--- config.mk ---
export PLATFORM = sky130hd
export DESIGN_NAME = claw_credit_ctrl_flat
export DESIGN_NICKNAME = d
export VERILOG_FILES = /design/src/rtl/claw_credit_ctrl_if.sv /design/src/rtl/claw_credit_ctrl.sv /design/src/flat_wrapper.sv
export SDC_FILE = /design/constraint.sdc
export NUM_CORES = 1
export LEC_CHECK = 0
export ABC_CLOCK_PERIOD_IN_PS = 2600
export BUFFER_PORTS_ARGS = -buffer_cell sky130_fd_sc_hd__buf_2
export CAP_MARGIN = 30
export CORE_MARGIN = 2
export CORE_UTILIZATION = 55
export DETAILED_ROUTE_END_ITERATION = 16
export HOLD_SLACK_MARGIN = 0.02
export MAX_ROUTING_LAYER = met4
export PLACE_DENSITY = 0.78
export SYNTH_ARGS = -nofsm -noshare
export SYNTH_HDL_FRONTEND = slang
export SYNTH_SLANG_ARGS = --single-unit
--- constraint.sdc ---
create_clock -name clk -period 2.6 [get_ports clk]
set_clock_uncertainty 0.1 [all_clocks]
set_input_delay 0.52 -clock clk [delete_from_list [all_inputs] [get_ports clk]]
set_output_delay 0.52 -clock clk [all_outputs]
set_load 0.05 [all_outputs]
--- src/rtl/claw_credit_ctrl_if.sv ---
// Claw controller bus: coin/button strobes in, claw drive and payout out.
//   master : coin/button synchroniser side (drives strobes)
//   slave  : claw_credit_ctrl (drives claw, refund and credit outputs)
// Signals:
//   one, two, catch, refund : 1-cycle input strobes
//   strength [CW]           : claw strength, nonzero only while claw_busy
//   claw_busy               : claw motor drive active
//   grab_done               : 1-cycle pulse at grab completion
//   balance [CW]            : refunded amount, valid with refund_valid, else 0
//   refund_valid            : 1-cycle payout pulse
//   credit [CW]             : current accumulated credit
interface claw_credit_ctrl_if #(
  parameter int CW = 4
);
  logic          one;
  logic          two;
  logic          catch;
  logic          refund;
  logic [CW-1:0] strength;
  logic          claw_busy;
  logic          grab_done;
  logic [CW-1:0] balance;
  logic          refund_valid;
  logic [CW-1:0] credit;

  modport master (
    output one, two, catch, refund,
    input  strength, claw_busy, grab_done, balance, refund_valid, credit
  );

  modport slave (
    input  one, two, catch, refund,
    output strength, claw_busy, grab_done, balance, refund_valid, credit
  );
endinterface

--- src/rtl/claw_credit_ctrl.sv ---
// claw_credit_ctrl: coin credit accumulator and timed claw grab sequencer.
// Coins of 1/2/3 units accumulate up to MAX_CREDIT; one unit more refunds
// everything. catch converts credit to claw strength and drives the claw for
// strength*GRAB_CYC cycles. Coins arriving mid-grab are refunded immediately.
// Optional macro CLAW_AUTO_REFUND_EN: refund held credit after TIMEOUT_CYC
// idle cycles.
// Ports:
//   clk  : clock, rising edge
//   rstn : asynchronous reset, active high
//   bus  : claw_credit_ctrl_if.slave (strobes in; claw/refund/credit out)
module claw_credit_ctrl #(
  parameter int MAX_CREDIT  = 9,
  parameter int GRAB_CYC    = 4,
  parameter int TIMEOUT_CYC = 1000,
  parameter int CW          = $clog2(MAX_CREDIT + 4)
) (
  input  logic            clk,
  input  logic            rstn,
  claw_credit_ctrl_if.slave bus
);

  // Wide enough for any CW-bit value times GRAB_CYC.
  localparam int GW = CW + $clog2(GRAB_CYC + 1);
  localparam logic [CW-1:0] MAXC = CW'(MAX_CREDIT);

  typedef enum logic [1:0] {IDLE, CREDIT, GRAB} state_t;

  state_t        state;
  logic [CW-1:0] credit;
  logic [CW-1:0] strength;
  logic          claw_busy;
  logic          grab_done;
  logic [CW-1:0] balance;
  logic          refund_valid;
  logic [GW-1:0] gcnt;

`ifdef CLAW_AUTO_REFUND_EN
  localparam int TW = $clog2(TIMEOUT_CYC + 1);
  localparam logic [TW-1:0] TLAST = TW'(TIMEOUT_CYC - 1);
  logic [TW-1:0] tcnt;
`endif

  logic [CW-1:0] add;
  logic [CW-1:0] sum;

  // one + 2*two, never wraps since CW covers MAX_CREDIT+3
  assign add = {{(CW-2){1'b0}}, bus.two, bus.one};
  assign sum = credit + add;

  always_ff @(posedge clk or posedge rstn) begin
    if (rstn) begin
      state        <= IDLE;
      credit       <= '0;
      strength     <= '0;
      claw_busy    <= 1'b0;
      grab_done    <= 1'b0;
      balance      <= '0;
      refund_valid <= 1'b0;
      gcnt         <= '0;
`ifdef CLAW_AUTO_REFUND_EN
      tcnt         <= '0;
`endif
    end else begin
      grab_done    <= 1'b0;
      refund_valid <= 1'b0;
      balance      <= '0;
`ifdef CLAW_AUTO_REFUND_EN
      tcnt         <= '0;
`endif
      case (state)
        IDLE, CREDIT: begin
          if ((bus.refund && credit != '0) || sum > MAXC) begin
            // explicit refund or overflow: pay out everything incl. this coin
            balance      <= sum;
            refund_valid <= 1'b1;
            credit       <= '0;
            state        <= IDLE;
          end else if (bus.catch && sum != '0) begin
            strength  <= sum;
            claw_busy <= 1'b1;
            credit    <= '0;
            gcnt      <= GW'(sum) * GW'(GRAB_CYC);
            state     <= GRAB;
          end else if (add != '0) begin
            credit <= sum;
            state  <= CREDIT;
          end
`ifdef CLAW_AUTO_REFUND_EN
          // Reaching here in CREDIT means no strobe this cycle.
          else if (state == CREDIT) begin
            if (tcnt == TLAST) begin
              balance      <= credit;
              refund_valid <= 1'b1;
              credit       <= '0;
              state        <= IDLE;
            end else begin
              tcnt <= tcnt + 1'b1;
            end
          end
`endif
        end
        GRAB: begin
          // coins are bounced straight back; catch/refund ignored
          if (add != '0) begin
            balance      <= add;
            refund_valid <= 1'b1;
          end
          if (gcnt == GW'(1)) begin
            claw_busy <= 1'b0;
            strength  <= '0;
            grab_done <= 1'b1;
            state     <= IDLE;
          end else begin
            gcnt <= gcnt - 1'b1;
          end
        end
        default: state <= IDLE;
      endcase
    end
  end

  assign bus.strength     = strength;
  assign bus.claw_busy    = claw_busy;
  assign bus.grab_done    = grab_done;
  assign bus.balance      = balance;
  assign bus.refund_valid = refund_valid;
  assign bus.credit       = credit;

endmodule

--- src/flat_wrapper.sv ---
// flat-port wrapper written by rule: the top's interface ports become plain ports
module claw_credit_ctrl_flat 
#(
  parameter int MAX_CREDIT  = 9,
  parameter int GRAB_CYC    = 4,
  parameter int TIMEOUT_CYC = 1000,
  parameter int CW          = $clog2(MAX_CREDIT + 4)
)
  (clk, rstn, bus_one, bus_two, bus_catch, bus_refund, bus_strength, bus_claw_busy, bus_grab_done, bus_balance, bus_refund_valid, bus_credit);
  claw_credit_ctrl_if #(.CW(CW)) bus_i ();
  input  logic clk;
  input  logic rstn;
  input wire logic [$bits(bus_i.one)-1:0] bus_one;
  input wire logic [$bits(bus_i.two)-1:0] bus_two;
  input wire logic [$bits(bus_i.catch)-1:0] bus_catch;
  input wire logic [$bits(bus_i.refund)-1:0] bus_refund;
  output wire logic [$bits(bus_i.strength)-1:0] bus_strength;
  output wire logic [$bits(bus_i.claw_busy)-1:0] bus_claw_busy;
  output wire logic [$bits(bus_i.grab_done)-1:0] bus_grab_done;
  output wire logic [$bits(bus_i.balance)-1:0] bus_balance;
  output wire logic [$bits(bus_i.refund_valid)-1:0] bus_refund_valid;
  output wire logic [$bits(bus_i.credit)-1:0] bus_credit;
  assign bus_i.one = bus_one;
  assign bus_i.two = bus_two;
  assign bus_i.catch = bus_catch;
  assign bus_i.refund = bus_refund;
  assign bus_strength = bus_i.strength;
  assign bus_claw_busy = bus_i.claw_busy;
  assign bus_grab_done = bus_i.grab_done;
  assign bus_balance = bus_i.balance;
  assign bus_refund_valid = bus_i.refund_valid;
  assign bus_credit = bus_i.credit;
  claw_credit_ctrl #(.MAX_CREDIT(MAX_CREDIT), .GRAB_CYC(GRAB_CYC), .TIMEOUT_CYC(TIMEOUT_CYC), .CW(CW)) u_core (.clk(clk), .rstn(rstn), .bus(bus_i));
endmodule
==> Word level (Yosys, flattened, before mapping) <==
Index checks and enable logic that the tools add are counted.
{ "op_classes": {"add_sub_neg": 2, "mul": 0, "div_mod_pow": 0, "magnitude_cmp": 1, "n_eq_ne": 8, "shifts": 0, "n_mux": 28, "bitwise": 0, "n_reduce_logical": 14} }
{ "ops": {"columns": ["operator", "count"], "rows": [
  ["$mux 4", 7],
  ["$mux 7", 3],
  ["$pmux 4 s2", 2],
  ["$pmux 7 s2", 1],
  ["$reduce_bool 4->1", 3],
  ["$mux 2", 5],
  ["$reduce_and 4->1", 2],
  ["$eq 7x1->1 const B", 1],
  ["$mux 1", 7],
  ["$sub 7x1->7 const B", 1],
  ["$add 4x2->4", 1],
  ["$gt 4x4->1 const B", 1],
  ["$ne 2x1->1 const B", 2],
  ["$ne 2x2->1 const B", 2],
  ["$ne 4x1->1 const B", 1],
  ["$pmux 1 s2", 2],
  ["$pmux 2 s2", 1],
  ["$reduce_and 2->1", 2],
  ["$reduce_bool 3->1", 1],
  ["$eq 2x1->1 const B", 1],
  ["$eq 2x2->1 const B", 1],
  ["$logic_and 1x1->1", 2],
  ["$logic_not 2->1", 1],
  ["$reduce_bool 2->1", 1],
  ["other kinds (2)", 2]
]} }
{ "word_totals": {"ff_bits": 24, "latchBits": 0, "ramBits": 0, "mem_bits_ro": 0, "in_bits": 6, "n_memories": 0} }

==> Logic depth before layout (Yosys ltp) <==
{ "logic_depth": {"depth_word": 6, "ltp_mapped": 8, "ltp_nobuf": 8} }

==> Least setup slack after synthesis <==
Ideal clock, no wire load.
{ "synth_path": {"path_kind": "register to register", "from": "register u_core.credit[0] (netlist: u_core.bus.credit[0])", "to": "register u_core.gcnt[2]", "arrival_time_ns": 2.474, "t_required_ns": 2.376, "slack_ns": -0.098, "stages_incl_launch_ff": 9, "n_path_buf": 1, "period_less_slack_ns": 2.698, "path_cell_list": "dfrtp_1 -> ha_1 -> fa_1 -> xnor2_2 -> nand2b_1 -> o311ai_2 -> nor2_1 -> buf_2 -> o31a_1"} }
{ "synth_between": {"elab_chain_cells": 5} }
{ "synth_lines": {"columns": ["element", "line_no", "source"], "rows": [
  ["from (decl)", "claw_credit_ctrl.sv:29", "logic [CW-1:0] credit;"],
  ["from (signal assigned)", "claw_credit_ctrl.sv:85", "credit <= sum;"],
  ["$add 4x2->4 or $reduce_bool 4->1 (tied branches)", "claw_credit_ctrl.sv:48, claw_credit_ctrl.sv:72", null],
  ["$gt 4x4->1 (tied with other cells)", "claw_credit_ctrl.sv:72", "if ((bus.refund && credit != '0) || sum > MAXC) begin"],
  ["$logic_or 1x1->1 or $logic_and 1x1->1 (tied branches)", "claw_credit_ctrl.sv:72, claw_credit_ctrl.sv:78", null],
  ["$ne 2x2->1 (no line) or $ne 2x1->1 (tied branches)", null, null],
  ["$reduce_and 4->1 (no line)", null, null],
  ["to (signal assigned)", "claw_credit_ctrl.sv:82", "gcnt <= GW'(sum) * GW'(GRAB_CYC);"],
  ["to (signal assigned)", "claw_credit_ctrl.sv:114", "gcnt <= gcnt - 1'b1;"],
  ["to (decl)", "claw_credit_ctrl.sv:35", "logic [GW-1:0] gcnt;"]
]} }
Parallel ways exist; a longest one is shown, timed or not. The select of a mux whose other input is x is not followed.
A chain may end at the register's enable or synchronous reset.

==> Worst setup path in the final report <==
{ "layout_path": {"from": "register u_core.credit[0] (netlist: u_core.bus.credit[0])", "to": "register u_core.credit[3] (netlist: u_core.bus.credit[3])"} }
{ "layout_between": {"elab_chain_cells": 5} }
{ "layout_lines": {"columns": ["element", "line_no"], "rows": [
  ["$add 4x2->4 or $reduce_bool 4->1 (tied branches)", "claw_credit_ctrl.sv:48, claw_credit_ctrl.sv:72"],
  ["$gt 4x4->1 (tied with other cells)", "claw_credit_ctrl.sv:72"],
  ["$logic_or 1x1->1 or $logic_and 1x1->1 (tied branches)", "claw_credit_ctrl.sv:72, claw_credit_ctrl.sv:78"],
  ["$reduce_bool 3->1 (no line) or $mux 4 (tied branches)", null],
  ["$reduce_and 2->1 (no line) or $mux 4 (tied branches)", null]
]} }
Parallel ways exist; a longest one is shown, timed or not. The select of a mux whose other input is x is not followed.

==> results.json <==
{
  "yosysWarningCount": 0,
  "grt_use_met1_pct": 32.5,
  "first_pass_iters": 4,
  "initial_core_util_pct": 59.8,
  "dieWidth_um": 53.5,
  "comb_power_share_pct": 60.9,
  "synth_area_um2": 1350,
  "port_buffers": 20,
  "crit_required_ns": 2.71,
  "synth_top_area_share_pct": 44.6,
  "vias": 1211,
  "synth-seq-cells": 24,
  "io_pins": 21,
  "wl_mm": 3.19,
  "slew_headroom_pct": 54.3,
  "insertedDiodeCount": 0,
  "path_class": "flip-flop to flip-flop",
  "area_growth_pct": 19.7,
  "grt_max_degree": 19,
  "grt_use_met2_pct": 45.1,
  "nFillCells": 195,
  "cts_resized": 0,
  "clockBufferDepth": 2,
  "antenna_left": 0,
  "synth_cell_types": 48,
  "post_cts_buffers": 0,
  "clock-sinks": 24,
  "wire_per_inst_um": 16.3,
  "irDropWorstVdd_mv": 1.01,
  "setup_viol": 0,
  "drtIter0Drc": 39,
  "p_switching_mw": 1.09,
  "grtUsageMet3_pct": 4.24,
  "reg2reg_from": "u_core.bus.credit[0]",
  "powerDensity_nw_per_um2": 1340,
  "hpwlAfterDp_mm": 2.41,
  "finalSetupTns_ns": 0,
  "cts_max_level": 1,
  "yosysTopAreaCell": "dfrtp_1",
  "path_clk_slew_ns": 0.13,
  "tightest_slew_ns": 0.685,
  "holdBufCountCts": 0,
  "synth_fp_nets": 144,
  "r2r-end": "u_core.bus.credit[3]",
  "hold_path_class": "input port to async pin",
  "clockRootBuffer": "clkbuf_4",
  "drive_gt1_share_pct": 31.5,
  "p_total_mw": 2.16,
  "netSwitchingFraction_pct": 50.6,
  "fin_crit_sh_pct": 93.0,
  "die_h_um": 53.5,
  "critPathCaptureType": "flip-flop",
  "r2r_setup_slack_ns": 0.18,
  "grt_usage_pct": 27.3,
  "worstPathArrival_ns": 2.53,
  "outcome": "finished, final reports clean",
  "yosysSeqAreaShare_pct": 44.6,
  "p_leak_nw": 0.753,
  "core_area_um2": 2250,
  "synth_common_cells": "24 x dfrtp_1, 12 x nor2_1, 10 x nand2_1",
  "fp.dieArea_um2": 2860,
  "maxCapViolCount": 0,
  "synth_cells": 133,
  "p_int_mw": 1.07,
  "gr-total-overflow": 0,
  "fin_nets": 180,
  "synth_edf_count": 0,
  "synthTopCellsByArea": "dfrtp_1 45%, ha_1 3.7%, nor2_1 3.3%",
  "rows": 17,
  "slew_violations": 0,
  "gp_congestion": 0.930,
  "numCtsBuffers": 3,
  "syn_avg_cell_area_um2": 10.1,
  "top_usage_layer": "met2",
  "synthFlopType": "dfrtp_1",
  "clk_latency_ns": 0.31,
  "period_needed_ns": 2.42,
  "hold_viol": 0,
  "antenna_found_initial": 0,
  "worstSetupStartpointType": "flip-flop",
  "synth-async-reset-ratio_pct": 100,
  "max_freq_mhz": 413,
  "place_area_um2": 1570,
  "final_area_um2": 1610,
  "cts_tree": "yes",
  "grt_pass1_vias": 1188,
  "drc": 0,
  "grt_pass1_wl_mm": 5.42,
  "r2r_cells": 8,
  "clock_power_share_pct": 7.5,
  "rsz0062_at_grt": "no",
  "power_frac_seq_pct": 31.6,
  "vias_per_cell": 6.18,
  "post-synth-top-count-cell": "dfrtp_1",
  "path_max_fanout": 4
}
==> worst max-delay path by stage <==
stage	slack, ns	endpoint	cells after the start	from
6_report	0.18	u_core.bus.credit[3]	8	u_core.bus.credit[0]
5_1_grt	0.05	u_core.bus.credit[3]	8	u_core.bus.credit[0]
4_1_cts	0.02	u_core.bus.credit[3]	8	u_core.bus.credit[0]
3_5_place_dp	-0.17	u_core.gcnt[5]	9	bus_one
3_3_place_gp	-0.12	u_core.bus.credit[3]	9	bus_one
2_1_floorplan	0.02	u_core.gcnt[2]	8	u_core.bus.credit[0]
==> power groups by stage <==
stage	logic (mW)	clock network, mW	registers (mW)
after floorplan	0.683	0	0.913
final	1.32	0.163	0.682
after global placement	1.26	0	0.676
after CTS	1.29	0.169	0.678
after detailed placement	1.29	0	0.685
after global routing	1.43	0.182	0.703
==> state kept, by name, summed over array words and instances (netlist names) <==
name / cells
u_core.bus.refund_valid: 1
u_core.bus.claw_busy: 1
u_core.state: 2
u_core.bus.strength: 4
u_core.bus.credit: 4
u_core.bus.grab_done: 1
u_core.bus.balance: 4
u_core.gcnt: 7
==> cells in the final DEF, fill, tap and decap left out, drive strengths merged, types with 2 or more instances in the layout <==
master / n
o21ai: 7
dfrtp: 24
ha: 4
o31a: 4
or4: 2
nand2: 10
nand2b: 3
a21oi: 6
o211ai: 3
nor2: 12
inv: 8
nor3b: 2
a21o: 2
clkbuf: 4
mux2i: 3
buf: 34
nand3: 4
o22ai: 4
a32o: 2
and2: 2
nor4: 2
o41ai: 2
nor3: 4
==> per-stage QoR <==
stage	utilization (%)	cells	hold slack [ns]	worst slack [ns]
floorplan	-	133	0.420	0.0232
global placement	69.8	192	0.363	-0.119
detailed placement	69.8	192	0.378	-0.166
CTS	70.9	196	0.205	0.0209
global route	71.5	196	0.246	0.0526
finish	71.5	196	0.187	0.181
==> layout make-up <==
class	count	area, um^2	share of cell area (%)
Tap cell	28	35.0	2.17
Timing Repair Buffer	34	205	12.7
Multi-Input combinational cell	98	714	44.3
Sequential cell	24	602	37.3
Clock buffer	4	26.3	1.63
Inverter	8	30.0	1.86
==> cell families after synthesis <==
| kind of cell | count (synthesis) | share of synthesized area (%) |
|---|---|---|
| AO/OA/AOI/OAI | 42 | 24.4 |
| XOR/XNOR | 2 | 1.86 |
| adder cells (fa/ha/maj) | 5 | 5.20 |
| buffers and inverters | 11 | 3.44 |
| flip-flops | 24 | 44.6 |
| multiplexers | 3 | 2.23 |
| AND/OR/NAND/NOR | 46 | 18.3 |
==> worst max-delay path: stages, from the launching register on <==
cell and delay (ns):
dfrtp_2 0.43, ha_1 0.23, fa_2 0.37, xnor2_2 0.16
nand2b_1 0.14, buf_4 0.18, nor3_2 0.19, o211ai_1 0.19
a211o_1 0.32
==> routing by layer <==
| layer | routed length [um] | share of wire [%] |
|---|---|---|
| met1 | 1340 | 42 |
| met2 | 1620 | 51 |
| met3 | 160 | 5.0 |
| met4 | 68 | 2.1 |
| met5 | 0 | 0 |
No activity file was read; power rests on OpenSTA's default activity.
